### src/rtl/eth_llc_encode_pkg.sv
// Shared types and constants for the LLC transmit framer.
package eth_llc_pkg;
    typedef enum logic [2:0] {IDLE, GRANT, HDR, PAY, PAD} state_e;

    localparam int          ETH_HDR_LEN   = 14;
    localparam int          ETH_MIN_FRAME = 60;
    localparam logic [47:0] ETH_BCAST_MAC = 48'hFFFF_FFFF_FFFF;
    localparam int          ETH_CH_NUM    = 4;
    localparam int          CNT_W         = 11;

    // Header is packed MSB-first: byte 0 lives in bits [111:104].
    function automatic logic [7:0] hdr_byte(input logic [111:0] hdr, input logic [3:0] idx);
        logic [111:0] sh;
        sh = hdr << {idx, 3'b000};
        return sh[111:104];
    endfunction
endpackage

### src/rtl/eth_llc_encode_if.sv
// Byte-wide AXI-Stream bundle; N lanes share one bundle (N=1 for the MAC side).
interface eth_llc_if
    import eth_llc_pkg::*;
#(
    parameter int N = ETH_CH_NUM
);
    logic [N-1:0][7:0] tdata;
    logic [N-1:0]      tvalid;
    logic [N-1:0]      tlast;
    logic [N-1:0]      tready;

    modport master (output tdata, tvalid, tlast, input tready);
    modport slave  (input tdata, tvalid, tlast, output tready);
endinterface

### src/rtl/eth_llc_encode_rr_arb.sv
// Combinational 4-way round-robin arbiter; search starts one past the last grant.
module eth_llc_rr_arb
    import eth_llc_pkg::*;
(
    input  logic [ETH_CH_NUM-1:0] req_i,
    input  logic [1:0]            last_i,
    output logic [ETH_CH_NUM-1:0] gnt_o,
    output logic [1:0]            idx_o,
    output logic                  vld_o
);
    logic [1:0] c;

    always_comb begin
        gnt_o = '0;
        idx_o = last_i;
        vld_o = 1'b0;
        c     = last_i;
        for (int i = 1; i <= ETH_CH_NUM; i++) begin
            c = last_i + 2'(i);
            if (!vld_o && req_i[c]) begin
                vld_o    = 1'b1;
                idx_o    = c;
                gnt_o[c] = 1'b1;
            end
        end
    end
endmodule

### src/rtl/eth_llc_encode.sv
// LLC transmit framer: round-robin over four channels, prepends a 14-byte Ethernet header.
// ETH_LLC_ENC_PAD_EN enables zero padding of short frames to 60 bytes.
module eth_llc_encode
    import eth_llc_pkg::*;
#(
    parameter logic [47:0] LOCAL_MAC = 48'h7FFF_FFFF_FFFF,
    parameter logic [15:0] PROCT_TYP = 16'hFF00
) (
    input  logic        clki,
    input  logic        rsti,
    eth_llc_if.slave    s_axis,
    eth_llc_if.master   m_axis,
    input  logic        remote_mac_en_i,
    input  logic [47:0] remote_mac_i
);
    state_e                  state_q, state_d;
    logic [1:0]              ptr_q, ptr_d;
    logic [1:0]              ch_q, ch_d;
    logic [ETH_CH_NUM-1:0]   gnt_q, gnt_d;
    logic [47:0]             peer_q;
    logic [47:0]             dmac_q, dmac_d;
    logic [15:0]             et_q, et_d;
    logic [CNT_W-1:0]        cnt_q, cnt_d, cnt_inc;

    logic [ETH_CH_NUM-1:0]   arb_gnt;
    logic [1:0]              arb_idx;
    logic                    arb_vld;

    logic [7:0]              out_data;
    logic                    out_valid, out_last;
    logic [ETH_CH_NUM-1:0]   s_rdy;

    eth_llc_rr_arb u_arb (
        .req_i  (s_axis.tvalid),
        .last_i (ptr_q),
        .gnt_o  (arb_gnt),
        .idx_o  (arb_idx),
        .vld_o  (arb_vld)
    );

    // Oversized frames keep counting at the ceiling rather than wrapping.
    assign cnt_inc = (cnt_q == '1) ? cnt_q : cnt_q + 1'b1;

    always_comb begin
        state_d   = state_q;
        ptr_d     = ptr_q;
        ch_d      = ch_q;
        gnt_d     = gnt_q;
        dmac_d    = dmac_q;
        et_d      = et_q;
        cnt_d     = cnt_q;
        out_data  = '0;
        out_valid = 1'b0;
        out_last  = 1'b0;
        s_rdy     = '0;
        unique case (state_q)
            IDLE: begin
                cnt_d = '0;
                if (arb_vld) begin
                    state_d = GRANT;
                    ptr_d   = arb_idx;
                    ch_d    = arb_idx;
                    gnt_d   = arb_gnt;
                    dmac_d  = peer_q;
                    et_d    = {PROCT_TYP[15:2], arb_idx};
                end
            end
            GRANT: state_d = HDR;
            HDR: begin
                out_data  = hdr_byte({dmac_q, LOCAL_MAC, et_q}, cnt_q[3:0]);
                out_valid = 1'b1;
                if (m_axis.tready[0]) begin
                    cnt_d = cnt_inc;
                    if (cnt_q == CNT_W'(ETH_HDR_LEN - 1)) state_d = PAY;
                end
            end
            PAY: begin
                out_data  = s_axis.tdata[ch_q];
                out_valid = s_axis.tvalid[ch_q];
                s_rdy     = gnt_q & {ETH_CH_NUM{m_axis.tready[0]}};
`ifdef ETH_LLC_ENC_PAD_EN
                out_last  = out_valid & s_axis.tlast[ch_q]
                          & (cnt_q >= CNT_W'(ETH_MIN_FRAME - 1));
`else
                out_last  = out_valid & s_axis.tlast[ch_q];
`endif
                if (out_valid && m_axis.tready[0]) begin
                    cnt_d = cnt_inc;
                    if (s_axis.tlast[ch_q]) state_d = out_last ? IDLE : PAD;
                end
            end
`ifdef ETH_LLC_ENC_PAD_EN
            PAD: begin
                out_valid = 1'b1;
                out_last  = (cnt_q == CNT_W'(ETH_MIN_FRAME - 1));
                if (m_axis.tready[0]) begin
                    cnt_d = cnt_inc;
                    if (out_last) state_d = IDLE;
                end
            end
`endif
            default: state_d = IDLE;
        endcase
    end

    always_ff @(posedge clki) begin
        if (!rsti) begin
            state_q <= IDLE;
            ptr_q   <= 2'd3;
            ch_q    <= '0;
            gnt_q   <= '0;
            peer_q  <= ETH_BCAST_MAC;
            dmac_q  <= ETH_BCAST_MAC;
            et_q    <= '0;
            cnt_q   <= '0;
        end else begin
            state_q <= state_d;
            ptr_q   <= ptr_d;
            ch_q    <= ch_d;
            gnt_q   <= gnt_d;
            dmac_q  <= dmac_d;
            et_q    <= et_d;
            cnt_q   <= cnt_d;
            if (remote_mac_en_i) peer_q <= remote_mac_i;
        end
    end

    assign m_axis.tdata  = out_data;
    assign m_axis.tvalid = out_valid;
    assign m_axis.tlast  = out_last;
    assign s_axis.tready = s_rdy;
endmodule

### src/flat_wrapper.sv
// flat-port wrapper written by rule: the top's interface ports become plain ports
module eth_llc_encode_flat import eth_llc_pkg::*;
#(
    parameter logic [47:0] LOCAL_MAC = 48'h7FFF_FFFF_FFFF,
    parameter logic [15:0] PROCT_TYP = 16'hFF00
)
  (clki, rsti, remote_mac_en_i, remote_mac_i, s_axis_tdata, s_axis_tvalid, s_axis_tlast, s_axis_tready, m_axis_tdata, m_axis_tvalid, m_axis_tlast, m_axis_tready);
  eth_llc_if #(.N(ETH_CH_NUM)) s_axis_i ();
  eth_llc_if #(.N(1)) m_axis_i ();
  input  logic clki;
  input  logic rsti;
  input  logic remote_mac_en_i;
  input  logic [47:0] remote_mac_i;
  input wire logic [$bits(s_axis_i.tdata)-1:0] s_axis_tdata;
  input wire logic [$bits(s_axis_i.tvalid)-1:0] s_axis_tvalid;
  input wire logic [$bits(s_axis_i.tlast)-1:0] s_axis_tlast;
  output wire logic [$bits(s_axis_i.tready)-1:0] s_axis_tready;
  output wire logic [$bits(m_axis_i.tdata)-1:0] m_axis_tdata;
  output wire logic [$bits(m_axis_i.tvalid)-1:0] m_axis_tvalid;
  output wire logic [$bits(m_axis_i.tlast)-1:0] m_axis_tlast;
  input wire logic [$bits(m_axis_i.tready)-1:0] m_axis_tready;
  assign s_axis_i.tdata = s_axis_tdata;
  assign s_axis_i.tvalid = s_axis_tvalid;
  assign s_axis_i.tlast = s_axis_tlast;
  assign s_axis_tready = s_axis_i.tready;
  assign m_axis_tdata = m_axis_i.tdata;
  assign m_axis_tvalid = m_axis_i.tvalid;
  assign m_axis_tlast = m_axis_i.tlast;
  assign m_axis_i.tready = m_axis_tready;
  eth_llc_encode #(.LOCAL_MAC(LOCAL_MAC), .PROCT_TYP(PROCT_TYP)) u_core (.clki(clki), .rsti(rsti), .s_axis(s_axis_i), .m_axis(m_axis_i), .remote_mac_en_i(remote_mac_en_i), .remote_mac_i(remote_mac_i));
endmodule
### config.mk
export PLATFORM = sky130hd
export DESIGN_NAME = eth_llc_encode_flat
export DESIGN_NICKNAME = d
export VERILOG_FILES = /design/src/rtl/eth_llc_encode_pkg.sv /design/src/rtl/eth_llc_encode_if.sv /design/src/rtl/eth_llc_encode_rr_arb.sv /design/src/rtl/eth_llc_encode.sv /design/src/flat_wrapper.sv
export SDC_FILE = /design/constraint.sdc
export NUM_CORES = 1
export LEC_CHECK = 0
export CORE_MARGIN = 2
export CORE_UTILIZATION = 65
export DETAILED_ROUTE_END_ITERATION = 10
export DONT_BUFFER_PORTS = 1
export PLACE_DENSITY = 0.81
export SLEW_MARGIN = 10
export SYNTH_ARGS = -nofsm -noshare
export SYNTH_HDL_FRONTEND = slang
export SYNTH_SLANG_ARGS = --single-unit
export TNS_END_PERCENT = 20
### constraint.sdc
create_clock -name clki -period 5.9 [get_ports clki]
set_input_delay 0.59 -clock clki [delete_from_list [all_inputs] [get_ports clki]]
set_output_delay 0.59 -clock clki [all_outputs]
set_load 0.01 [all_outputs]
**Yosys cells after proc, flatten, opt, wreduce, memory -nomap -nowiden**

Index checks and enable logic that the tools add are counted.

- Register bits: 121
- Input port bits: 92
- Output and inout bits: 14
- Word-level logic and storage cells: 102

- Add/subtract/negate cells: 4
- Order comparisons: 9
- Equal/unequal tests: 10
- Shift-type cells: 1
- Mux-type cells: 49
- Bitwise logic cells: 5
- Reductions and logical operators: 16

Operator list:

| kind | number |
|---|---|
| $shl A112 B7 Y112 | 1 |
| $mux W11 | 3 |
| $pmux W11 S3 | 1 |
| $mux W4 | 5 |
| $mux W3 | 6 |
| $bmux W8 S2 | 1 |
| $pmux W8 S2 | 1 |
| $lt A2 B3 Y1 const B | 5 |
| $mux W1 | 15 |
| $bmux W1 S2 | 6 |
| $or A4 B4 Y4 | 3 |
| $pmux W3 S4 | 1 |
| $add A11 B1 Y11 const B | 1 |
| $eq A11 B11 Y1 const B | 1 |
| $eq A11 B4 Y1 const B | 1 |
| $demux W1 S2 | 4 |
| $ge A2 B1 Y1 const B | 4 |
| $logic_and A1 B1 Y1 | 8 |
| $mux W2 | 4 |
| $mux W8 | 1 |
| $ne A2 B1 Y1 const B | 4 |
| $eq A3 B2 Y1 const B | 2 |
| $reduce_and A5 Y1 | 1 |
| $add A2 B2 Y2 const B | 2 |
| other kinds (11) | 13 |

**Longest topological paths before layout**

Gate-level depths: netlist of run 1.

- Depth in word-level cells: 15
- Mapped depth: 10
- Depth with buffers taken out: 7

**Cells and area by module**

Synthesis of run 1 repeated with hierarchy kept, for this count alone.

- Cells, all modules: 658
- Area total of the unflattened synthesis: 5764.3 sq um

By module, submodules not included:

| module | instances | cells an instance | area each (sq um) | seq. area each (sq um) |
|---|---|---|---|---|
| eth_llc_encode | 1 | 584 | 5216.3 | 2382.3 |
| eth_llc_rr_arb | 1 | 74 | 548.0 | 0.0 |

**Worst setup path after synthesis of run 1**

Ideal clock, no wire load.

- Path kind: reg-to-reg
- Start point: register u_core.ptr_q[0]
- End point: register u_core.ch_q[0]
- Library setup time: 0.062 ns
- Arrival time: 2.283 ns
- Required time: 5.838 ns
- Path slack: 3.554 ns
- Cell stages (with the launch flop): 11
- Path buffers: 3
- Clock period less this slack: 2.346 ns
- Cells stage by stage: dfxtp_1 buf_6 buf_2 inv_1 ha_1 buf_2 mux2i_1 mux2i_4 a21oi_2 or4b_1 nand3_1

- Longest elaborated chain between the ends: 14
- Elaborated cells on any way between the ends: 26
- Classes of those cells: add/sub (3); mux (16); reduce/logical (7)

Ends and longest elaborated chain:

| element | RTL line | source |
|---|---|---|
| from (decl) | eth_llc_encode.sv:17 | `logic [1:0] ptr_q, ptr_d;` |
| from (signal assigned) | eth_llc_encode.sv:118 | `ptr_q <= ptr_d;` |
| $add A2 B1 Y2 | eth_llc_encode_rr_arb.sv:19 | `c = last_i + 2'(i);` |
| $bmux W1 S2 | eth_llc_encode_rr_arb.sv:20 | `if (!vld_o && req_i[c]) begin` |
| $mux W1 (implied by the code) | eth_llc_encode_rr_arb.sv:20 |  |
| $mux W1 | eth_llc_encode_rr_arb.sv:20 |  |
| $logic_not A1 Y1 | eth_llc_encode_rr_arb.sv:20 |  |
| $logic_and A1 B1 Y1 | eth_llc_encode_rr_arb.sv:20 |  |
| $mux W1 | eth_llc_encode_rr_arb.sv:20 |  |
| $logic_not A1 Y1 | eth_llc_encode_rr_arb.sv:20 |  |
| $logic_and A1 B1 Y1 | eth_llc_encode_rr_arb.sv:20 |  |
| $mux W1 | eth_llc_encode_rr_arb.sv:20 |  |
| $logic_not A1 Y1 | eth_llc_encode_rr_arb.sv:20 |  |
| $logic_and A1 B1 Y1 | eth_llc_encode_rr_arb.sv:20 |  |
| $mux W1 | eth_llc_encode_rr_arb.sv:20 |  |
| $reduce_and A2 Y1 (no line) | n/a |  |
| to (signal assigned) | eth_llc_encode.sv:119 | `ch_q <= ch_d;` |
| to (decl) | eth_llc_encode.sv:18 | `logic [1:0] ch_q, ch_d;` |

Several ways; a longest one is shown, not always the timed one. The select of a mux whose other input is x is not followed.
A chain may end at the register's enable or synchronous reset.

**Worst setup path after layout of run 1**

- Start point: register u_core.cnt_q[1]
- End point: output port m_axis_tdata[1]

- Longest elaborated chain between the ends: 2

Ends and longest elaborated chain:

| element | RTL line | source |
|---|---|---|
| from (decl) | eth_llc_encode.sv:23 | `logic [CNT_W-1:0] cnt_q, cnt_d, cnt_inc;` |
| from (signal assigned) | eth_llc_encode.sv:123 | `cnt_q <= cnt_d;` |
| $shl A112 B7 Y112 | eth_llc_encode_pkg.sv:14 | `sh = hdr << {idx, 3'b000};` |
| $pmux W8 S2 | eth_llc_encode.sv:56 | `unique case (state_q)` |
| to (decl) | flat_wrapper.sv:18 | `output wire logic [$bits(m_axis_i.tdata)-1:0] m_axis_tdata;` |

Every way passes these cells.

==> results, run 1 <==
- The run finished with clean final reports.
- After layout, the worst path uses 55.43% of the clock period.
- Along the worst path, the maximum fanout reaches 16.
- The switching part of the total is between 20% and 30%.
- The floorplan step defined a die boundary enclosing 9491 µm².
- The element type at the critical path start is a register.
- At the worst endpoint, the required time is 5.31 ns.
- The clock passes through at most 2 buffers.
- Combinational logic is responsible for about 11% of the overall power.
- The top cell type by area accounts for 41.99% of the synthesized area.
- The data arrival time of the critical path is 2.68 ns.
- The clock sink count is roughly 120.
- The setup skew after layout is 0.006665 ns.
- In this run the worst hold path is classified as input pin to register.
- The clock buffer count from CTS is 17.
- TritonCTS built the clock tree.
- In the synthesized netlist, the number of instances is 637.
- Setup violations remaining at the end of the flow were counted as 0.
- The number of setup buffers added after CTS is 0.
- The floorplan core area is 8593 µm².
- The start point of the worst hold path is rsti.
- For hold timing, the worst endpoint is u_core.dmac_q[40]$_SDFFE_PN1P_.
- The number of port buffers is 0.
- The initial utilization of the core area, before any placement, comes to about two thirds.
- The most instantiated flip-flop cell in the synthesis netlist is dfxtp_1.
- The cell family contributing the most delay on the critical path is compound AO/OA/AOI/OAI gates.
- The clock network fraction of design power is 47.6%.
- After routing, the total negative slack on setup checks comes to 0 ns.
- Pin placement for this block handled roughly 110 I/O pins.
- The delay contributed by the slowest stage of the critical path is 0.86 ns.
- The net switching power is between 500 and 600 µW.
- The post-detailed-route via-to-cell ratio is approximately 6.3.
- The biggest area contributor in the post-synthesis netlist is dfxtp_1.
- The number of different library cells in the post-synthesis netlist is 58.
- The fraction of final layout cells with drive strength greater than 1 is about a tenth.
- For this run, the register share of the synthesized area comes to a little over two fifths.
- At the end of routability-driven placement, the weighted congestion stood at 0.8890.
- The pin slew with the least headroom to its limit is 1.044 ns.
- The number of antenna violations at the first check in global routing was 0.
- Headroom to the max-slew limit came out at around 30%.
- Per report_power, the sequential group accounts for 41.3% of the total.
- Walking the worst path, the cells encountered are clkinv_1 > a21oi_1 > a211oi_1 > o21ai_0.
- The number of nets produced by synthesis is 739.
- Cells fill 72.16% of the core in the end.
- The H-tree level count is 4.
- The power density over cell area is 358.7 nW/µm².
- The worst-case vdd ir drop is 274.1 µV.
- Counting both buffers and inverters, the worst setup path holds a total of 1.
- The total of max-cap violations is 0.
- Setup repair after global routing left no endpoint under its margin.
- The final route contains 4578 vias.
- The async set or reset register ratio after synthesis is 0%.
- The area growth from synthesis to layout is 9.308%.
- The most common cell in the netlist is nand2_1.
- The detailed-route DRC error count is 0.
- Entering global routing, the biggest net connects 113 pins.
- The yosys synthesis warning count is 0.
- In the post-synthesis netlist, the biggest area contributors are dfxtp_1 42%, nand2_1 12%, mux2i_1 10%, mux4_2 7.9%, nand3_1 5.0%.
- For this design, the CTS-stage hold fixing added 0 buffers.
- The worst register-to-register path ends at u_core.ch_q[0]$_SDFFE_PN0P_.
- The final-stage net count is 710.
- The first-pass iteration count of the detailed router is 6.
- The synthesized cell area is 5673 µm².
- By count the netlist is led by 181 x nand2_1, 119 x dfxtp_1, 58 x mux2i_1.
- The aggregate global-route resource usage is 28.77%.
- Yosys mapped a number of flops with a built-in enable equal to 0.
- The number of cells on the worst reg-to-reg path is 7.
- The number of failing hold endpoints at the final stage is 0.
- The number of DRC markers after the initial detailed-route iteration is 294.
- The number of gates resized after CTS was 0.
- The depth of the worst hold-timing path is 1.
- The internal portion of total power is between 1500 and 2000 µW.
- The floorplan has 34 rows.
- Summed over all layers, the global routing overflow is 0.
- In this run the vertical extent of the chip is 97.42 µm.
- The tree is rooted in a clkbuf_8.
- The average size of a mapped cell is between 8 and 9 µm².
- The count of pins over their slew limit is 0.
- The minimum period implied by the final worst setup slack is 3.270 ns.
- The worst register-to-register path begins at u_core.ptr_q[0]$_SDFFE_PN1P_.
- The first global-routing pass estimated between 20000 and 25000 µm of wire.
- The antenna violation net count after detailed routing is 0.
- The synthesized flop and latch total is 119.
- The worst setup path is of the register to output port kind.
- Including well taps, the total number of placed cells is 697.
- The aggregate routed wire length is around 13000 µm.
- The master of the slowest instance on the critical path is dfxtp_1.
- For flop-to-flop paths, the worst setup slack is 3.02 ns.
- For this run, the top clock speed supported by timing is 0.3058 GHz.
- The count of non-filler cells in the finished layout is 730.
- Clock-pin slew was measured on the worst setup and hold paths at 0.06 ns.
- The latest clock arrival within the worst-skew pair is 0.51 ns.
- Measured along the x axis, the die boundary spans 97.42 µm.
- Detailed placement finished with a half-perimeter wire length of 9010 µm.
- In this run the static leakage power is 0.002642 µW.
- The per-cell routed wire length is between 15 and 20 µm.
- The number of global-route vias before repair is approximately 4300.
- The worst setup path is captured at an output port.
[per-layer routing]
layer / wire [µm] / GRT usage (%)
met3: 946 / 7.698
met1: 5618 / 38.37
met4: 411 / 12.29
met2: 6385 / 44.46
met5: 0 / 0
[final cells by class]
type,count,area [µm²]
Clock inverter,14,186.4
Multi-Input combinational cell,463,3045
Inverter,6,23.77
Tap cell,108,135.1
Sequential cell,119,2382
Antenna cell,1,2.502
Clock buffer,18,417.9
Fill cell,632,2392
Timing Repair Buffer,1,7.507
[power by group through the flow]
stage          registers, µW  clock network, µW  logic (µW)
6_report                 918               1060         248
3_3_place_gp             931                  0         238
5_1_grt                  926               1100         276
3_5_place_dp             933                  0         245
2_1_floorplan            902                  0         243
4_1_cts                  917               1070         249
[flip-flops by register name, summed over array words and instances (netlist names)]
signal          cells
u_core.ptr_q        2
u_core.dmac_q      48
u_core.peer_q      48
u_core.gnt_q        4
u_core.state_q      3
u_core.cnt_q       11
u_core.et_q         2
u_core.ch_q         1
[kinds of logic after synthesis]
group                    synth area share (%)
multiplexers                            18.97
buffers and inverters                   4.345
other                                 0.06610
AND/OR/NAND/NOR                         22.87
XOR/XNOR                               0.7719
AO/OA/AOI/OAI                           8.778
flip-flops                              41.99
adder cells (fa/ha/maj)                 2.206
[worst max path at each step]
stage	depth (start not counted)	startpoint	endpoint
2_1_floorplan	10	u_core.ptr_q[0]$_SDFFE_PN1P_	u_core.ch_q[0]$_SDFFE_PN0P_
4_1_cts	4	u_core.cnt_q[1]$_SDFFE_PN0P_	m_axis_tdata[1]
6_report	4	u_core.cnt_q[1]$_SDFFE_PN0P_	m_axis_tdata[1]
3_3_place_gp	7	u_core.ptr_q[0]$_SDFFE_PN1P_	u_core.ch_q[0]$_SDFFE_PN0P_
5_1_grt	4	u_core.cnt_q[1]$_SDFFE_PN0P_	m_axis_tdata[1]
3_5_place_dp	7	u_core.ptr_q[0]$_SDFFE_PN1P_	u_core.ch_q[0]$_SDFFE_PN0P_
[cells in the final DEF, fill, tap and decap left out, types with 5 or more instances in the layout]
master / instances
clkbuf_16: 16
nand4_1: 6
mux4_2: 20
a211oi_1: 8
nor2_1: 11
o21ai_1: 5
nor3_1: 7
inv_6: 5
a21oi_1: 15
ha_1: 10
mux2i_1: 58
o21ai_0: 16
nand2_1: 181
nand3_1: 57
and3_1: 6
dfxtp_1: 119
[per-stage QoR]
| step | setup WS (ns) | cell area [µm²] | hold slack [ns] | total power (µW) |
|---|---|---|---|---|
| after global routing | 2.504 | 6198 | 0.1338 | 2307 |
| after global placement | 3.162 | 5594 | 0.4464 | 1169 |
| after floorplan | 3.554 | 5673 | 0.4351 | 1145 |
| final | 2.630 | 6201 | 0.1764 | 2224 |
| after detailed placement | 3.049 | 5594 | 0.4528 | 1179 |
| after CTS | 2.674 | 6198 | 0.1332 | 2233 |
Note: power is estimated with default switching activity, not from simulation.
==> run 2: changes to the inputs <==
--- a/config.mk
+++ b/config.mk
@@ -6,10 +6,10 @@
 export NUM_CORES = 1
 export LEC_CHECK = 0
 export CORE_MARGIN = 2
-export CORE_UTILIZATION = 65
+export CORE_UTILIZATION = 57
 export DETAILED_ROUTE_END_ITERATION = 10
 export DONT_BUFFER_PORTS = 1
-export PLACE_DENSITY = 0.81
+export PLACE_DENSITY = 0.75
 export SLEW_MARGIN = 10
 export SYNTH_ARGS = -nofsm -noshare
 export SYNTH_HDL_FRONTEND = slang
==> constraint.sdc (replaced) <==
create_clock -name clki -period 2.7 [get_ports clki]
set_input_delay 0.27 -clock clki [delete_from_list [all_inputs] [get_ports clki]]
set_output_delay 0.27 -clock clki [all_outputs]
set_load 0.01 [all_outputs]
==> run 2 against run 1 <==
Against the previous run:
- combinational power rose to 3.1 times the previous value
- via count is 10% higher
- critical path depth stayed put
==> results, run 2 (synthesis results as in run 1) <==
- The count of pins over their slew limit is 0 (unchanged).
- The final-layout setup total negative slack is 0 ns (unchanged).
- The element type at the critical path start is a register (unchanged).
- The setup skew after layout is 0.005385 ns (was 0.006665 ns).
- The depth of the worst hold-timing path is 2 (was 1).
- The wire length of the first global-routing pass is 26000 µm (was 21750 µm).
- The sum of overflow across all layers after global routing was 0 (unchanged).
- The root buffer cell is clkbuf_8 (unchanged).
- Most used cells in the layout excluding fill and tap cells: 181 x nand2_1, 118 x dfxtp_1, 96 x dlygate4sd3_1 (was 181 x nand2_1, 119 x dfxtp_1, 58 x mux2i_1).
- The clock sink count is 119 (unchanged).
- The number of port buffers is 0 (unchanged).
- The terminus of the critical flop-to-flop path is u_core.ch_q[0]$_SDFFE_PN0P_ (unchanged).
- The I/O pin count is 106 (unchanged).
- The initial core utilization came to 58.31% (was 66.02%).
- The type of the setup path with the least slack is register to output port (unchanged).
- The HPWL after detailed placement came to 9449 µm (was 9010 µm).
- The aggregate global-route resource usage was 30.42% (was 28.77%).
- The required time reported for the critical path endpoint is 2.43 ns (was 5.31 ns).
- The type of element capturing the critical path is an output port (unchanged).
- The number of antenna violations at the first check in global routing is 1 (was 0).
- The count of standard-cell rows is 36 (was 34).
- The per-cell routed wire length is 18.67 µm (was 18.30 µm).
- Result of the run: complete, no violations (unchanged).
- Unrepaired setup endpoints after global routing: false (unchanged).
- The worst-case vdd ir drop is 522.0 µV (was 274.1 µV).
- The number of failing hold endpoints at the final stage came to 0 (unchanged).
- The aggregate routed wire length was 16040 µm (was 13360 µm).
- The number of DRC markers after the initial detailed-route iteration is 329 (was 294).
- The horizontal die dimension is 103.8 µm (was 97.42 µm).
- The fraction of final layout cells with drive strength greater than 1 is 9.655% (was 9.984%).
- The detailed-route DRC error count came to 0 (unchanged).
- The clock buffer count from CTS came to 17 (unchanged).
- The path category of the worst min-delay check was input pin to register (unchanged).
- The final-stage net count is 815 (was 710).
- The total of max-cap violations came to 0 (unchanged).
- The count of non-filler cells in the finished layout is 859 (was 730).
- The layout filler cell count was 702 (was 632).
- The area enclosed by the die boundary is 10770 µm² (was 9491 µm²).
- The weighted congestion at the end of routability-driven global placement is 0.9002 (was 0.8890).
- The clock-pin slew on the worst setup and hold paths is 0.06 ns (about the same).
- The number of vias in the routed layout was 5044 (was 4578).
- The first-pass iteration count of the detailed router came to 5 (was 6).
- The portion of the clock cycle consumed by the worst path in the final layout is 92.34%.
- The pin count of the biggest net entering global routing was 110 (was 113).
- The highest achievable clock rate is 0.4011 GHz.
- The largest fanout on the critical path is 13 (was 16).
- The clock tree from TritonCTS is done (unchanged).
- The H-tree level count is 4 (unchanged).
- The end of the worst hold path was u_core.state_q[0]$_SDFFE_PN0P_ (was u_core.dmac_q[40]$_SDFFE_PN1P_).
- Largest regs: u_core.dmac_q x48, u_core.peer_q x48, u_core.cnt_q x11 (unchanged).
- The latest clock arrival within the worst-skew pair is 0.52 ns (was 0.51 ns).
- The maximum root-to-sink buffer count is 2 (unchanged).
- The clock period could shrink to 2.493 ns.
- The worst max-slew margin expressed relative to the limit is 45.05% (was 30.29%).
- The placed instance count came to 730 (was 697).
- The leakage power is 0.003157 µW (was 0.002642 µW).
- The overall die height was 103.8 µm (was 97.42 µm).
- The number of cells on the worst reg-to-reg path was 7 (unchanged).
- The beginning of the worst register-to-register path is u_core.ptr_q[1]$_SDFFE_PN1P_ (was u_core.ptr_q[0]$_SDFFE_PN1P_).
- The minimum setup slack after placement is 0.3175 ns (was 3.049 ns).
- The data arrival time of the critical path is 2.22 ns (was 2.68 ns).
- The number of global-route vias before repair is 5071 (was 4347).
- The pin slew with the least headroom to its limit is 0.8136 ns (was 1.044 ns).
- The reg2reg setup slack is 0.23 ns (was 3.02 ns).
- The power density over cell area is 698.9 nW/µm² (was 358.7 nW/µm²).
- The floorplan core area is 9729 µm² (was 8593 µm²).
- The final-report setup violation count is 0 (unchanged).
- The start point of the worst hold path was m_axis_tready (was rsti).
- The most common cell after layout, fill and taps aside is nand2_1 (unchanged).
- The post-layout worst setup margin is 0.2069 ns (was 2.630 ns).
- The antenna violation net count after detailed routing is 0 (unchanged).
- The post-detailed-route via-to-cell ratio is 5.872 (was 6.271).
- The total chip power was 5111 µW (was 2224 µW).
- The area added between synthesis and finish is 28.91% (was 9.308%).
==> run 2: cell count changes in the layout (fill, tap and decap cells not counted), sizes merged, moves of 5 or more <==
cell	change
buf	+9
dlygate4sd3	+96
clkbuf	+5
inv	-7
==> run 2: layer usage <==
metal	vias up	part of all wire [%]	GRT usage (%)
met5	-	0	0
met4	0	2.2	11.87
met3	37	5.9	8.055
met2	195	52	53.64
met1	2409	40	35.27
li1	2403	-	-
==> run 2: how the worst max path moves through the flow <==
| stage | slack [ns] | depth (start not counted) | to | from |
|---|---|---|---|---|
| after global routing | 0.10 | 4 | m_axis_tdata[1] | u_core.ch_q[0]$_SDFFE_PN0P_ |
| after global placement | 0.42 | 7 | u_core.ch_q[0]$_SDFFE_PN0P_ | u_core.ptr_q[1]$_SDFFE_PN1P_ |
| final | 0.21 | 4 | m_axis_tdata[0] | u_core.cnt_q[1]$_SDFFE_PN0P_ |
| after floorplan | 0.35 | 10 | u_core.ch_q[0]$_SDFFE_PN0P_ | u_core.ptr_q[0]$_SDFFE_PN1P_ |
| after CTS | 0.09 | 4 | m_axis_tdata[0] | u_core.cnt_q[1]$_SDFFE_PN0P_ |
| after detailed placement | 0.32 | 7 | u_core.ch_q[0]$_SDFFE_PN0P_ | u_core.ptr_q[1]$_SDFFE_PN1P_ |
==> run 2: final cells by class <==
cell class / count / area [µm²] / share of cell area (%)
Multi-Input combinational cell: 463 / 3045 / 41.64
Sequential cell: 119 / 2386 / 32.63
Timing Repair Buffer: 106 / 1069 / 14.61
Clock buffer: 23 / 476.7 / 6.518
Tap cell: 133 / 166.4 / 2.275
Clock inverter: 8 / 143.9 / 1.967
Inverter: 6 / 23.77 / 0.3251
Antenna cell: 1 / 2.502 / 0.03422
==> run 2: worst max-delay path, stage by stage, from the launching register on <==
cell,delay [ns]
dfxtp_4,0.46
buf_4,0.18
mux4_2,0.48
a211oi_1,0.34
o21ai_0,0.24
==> run 2: stage by stage <==
step	hold slack [ns]	util [%]	cell area, µm²
after detailed placement	0.3564	58.56	5698
after CTS	0.05515	75.12	7308
after floorplan	0.3984	-	5673
after global placement	0.3481	58.56	5698
after global routing	0.05814	75.17	7313
final	0.07013	75.17	7313
==> run 2: power breakdown <==
group,switching (µW),internal [µW]
Clock,773,1590
Combinational,376,394
Sequential,95.8,1880
Total,1240,3870
==> run 2: what timing repair did <==
item	in CTS	in global routing
gates resized for setup	1	1
buffers inserted	0	0
pin swaps	0	0
hold buffers	97	0
endpoints found under the setup margin	5	1
endpoints found under the hold margin	108	0
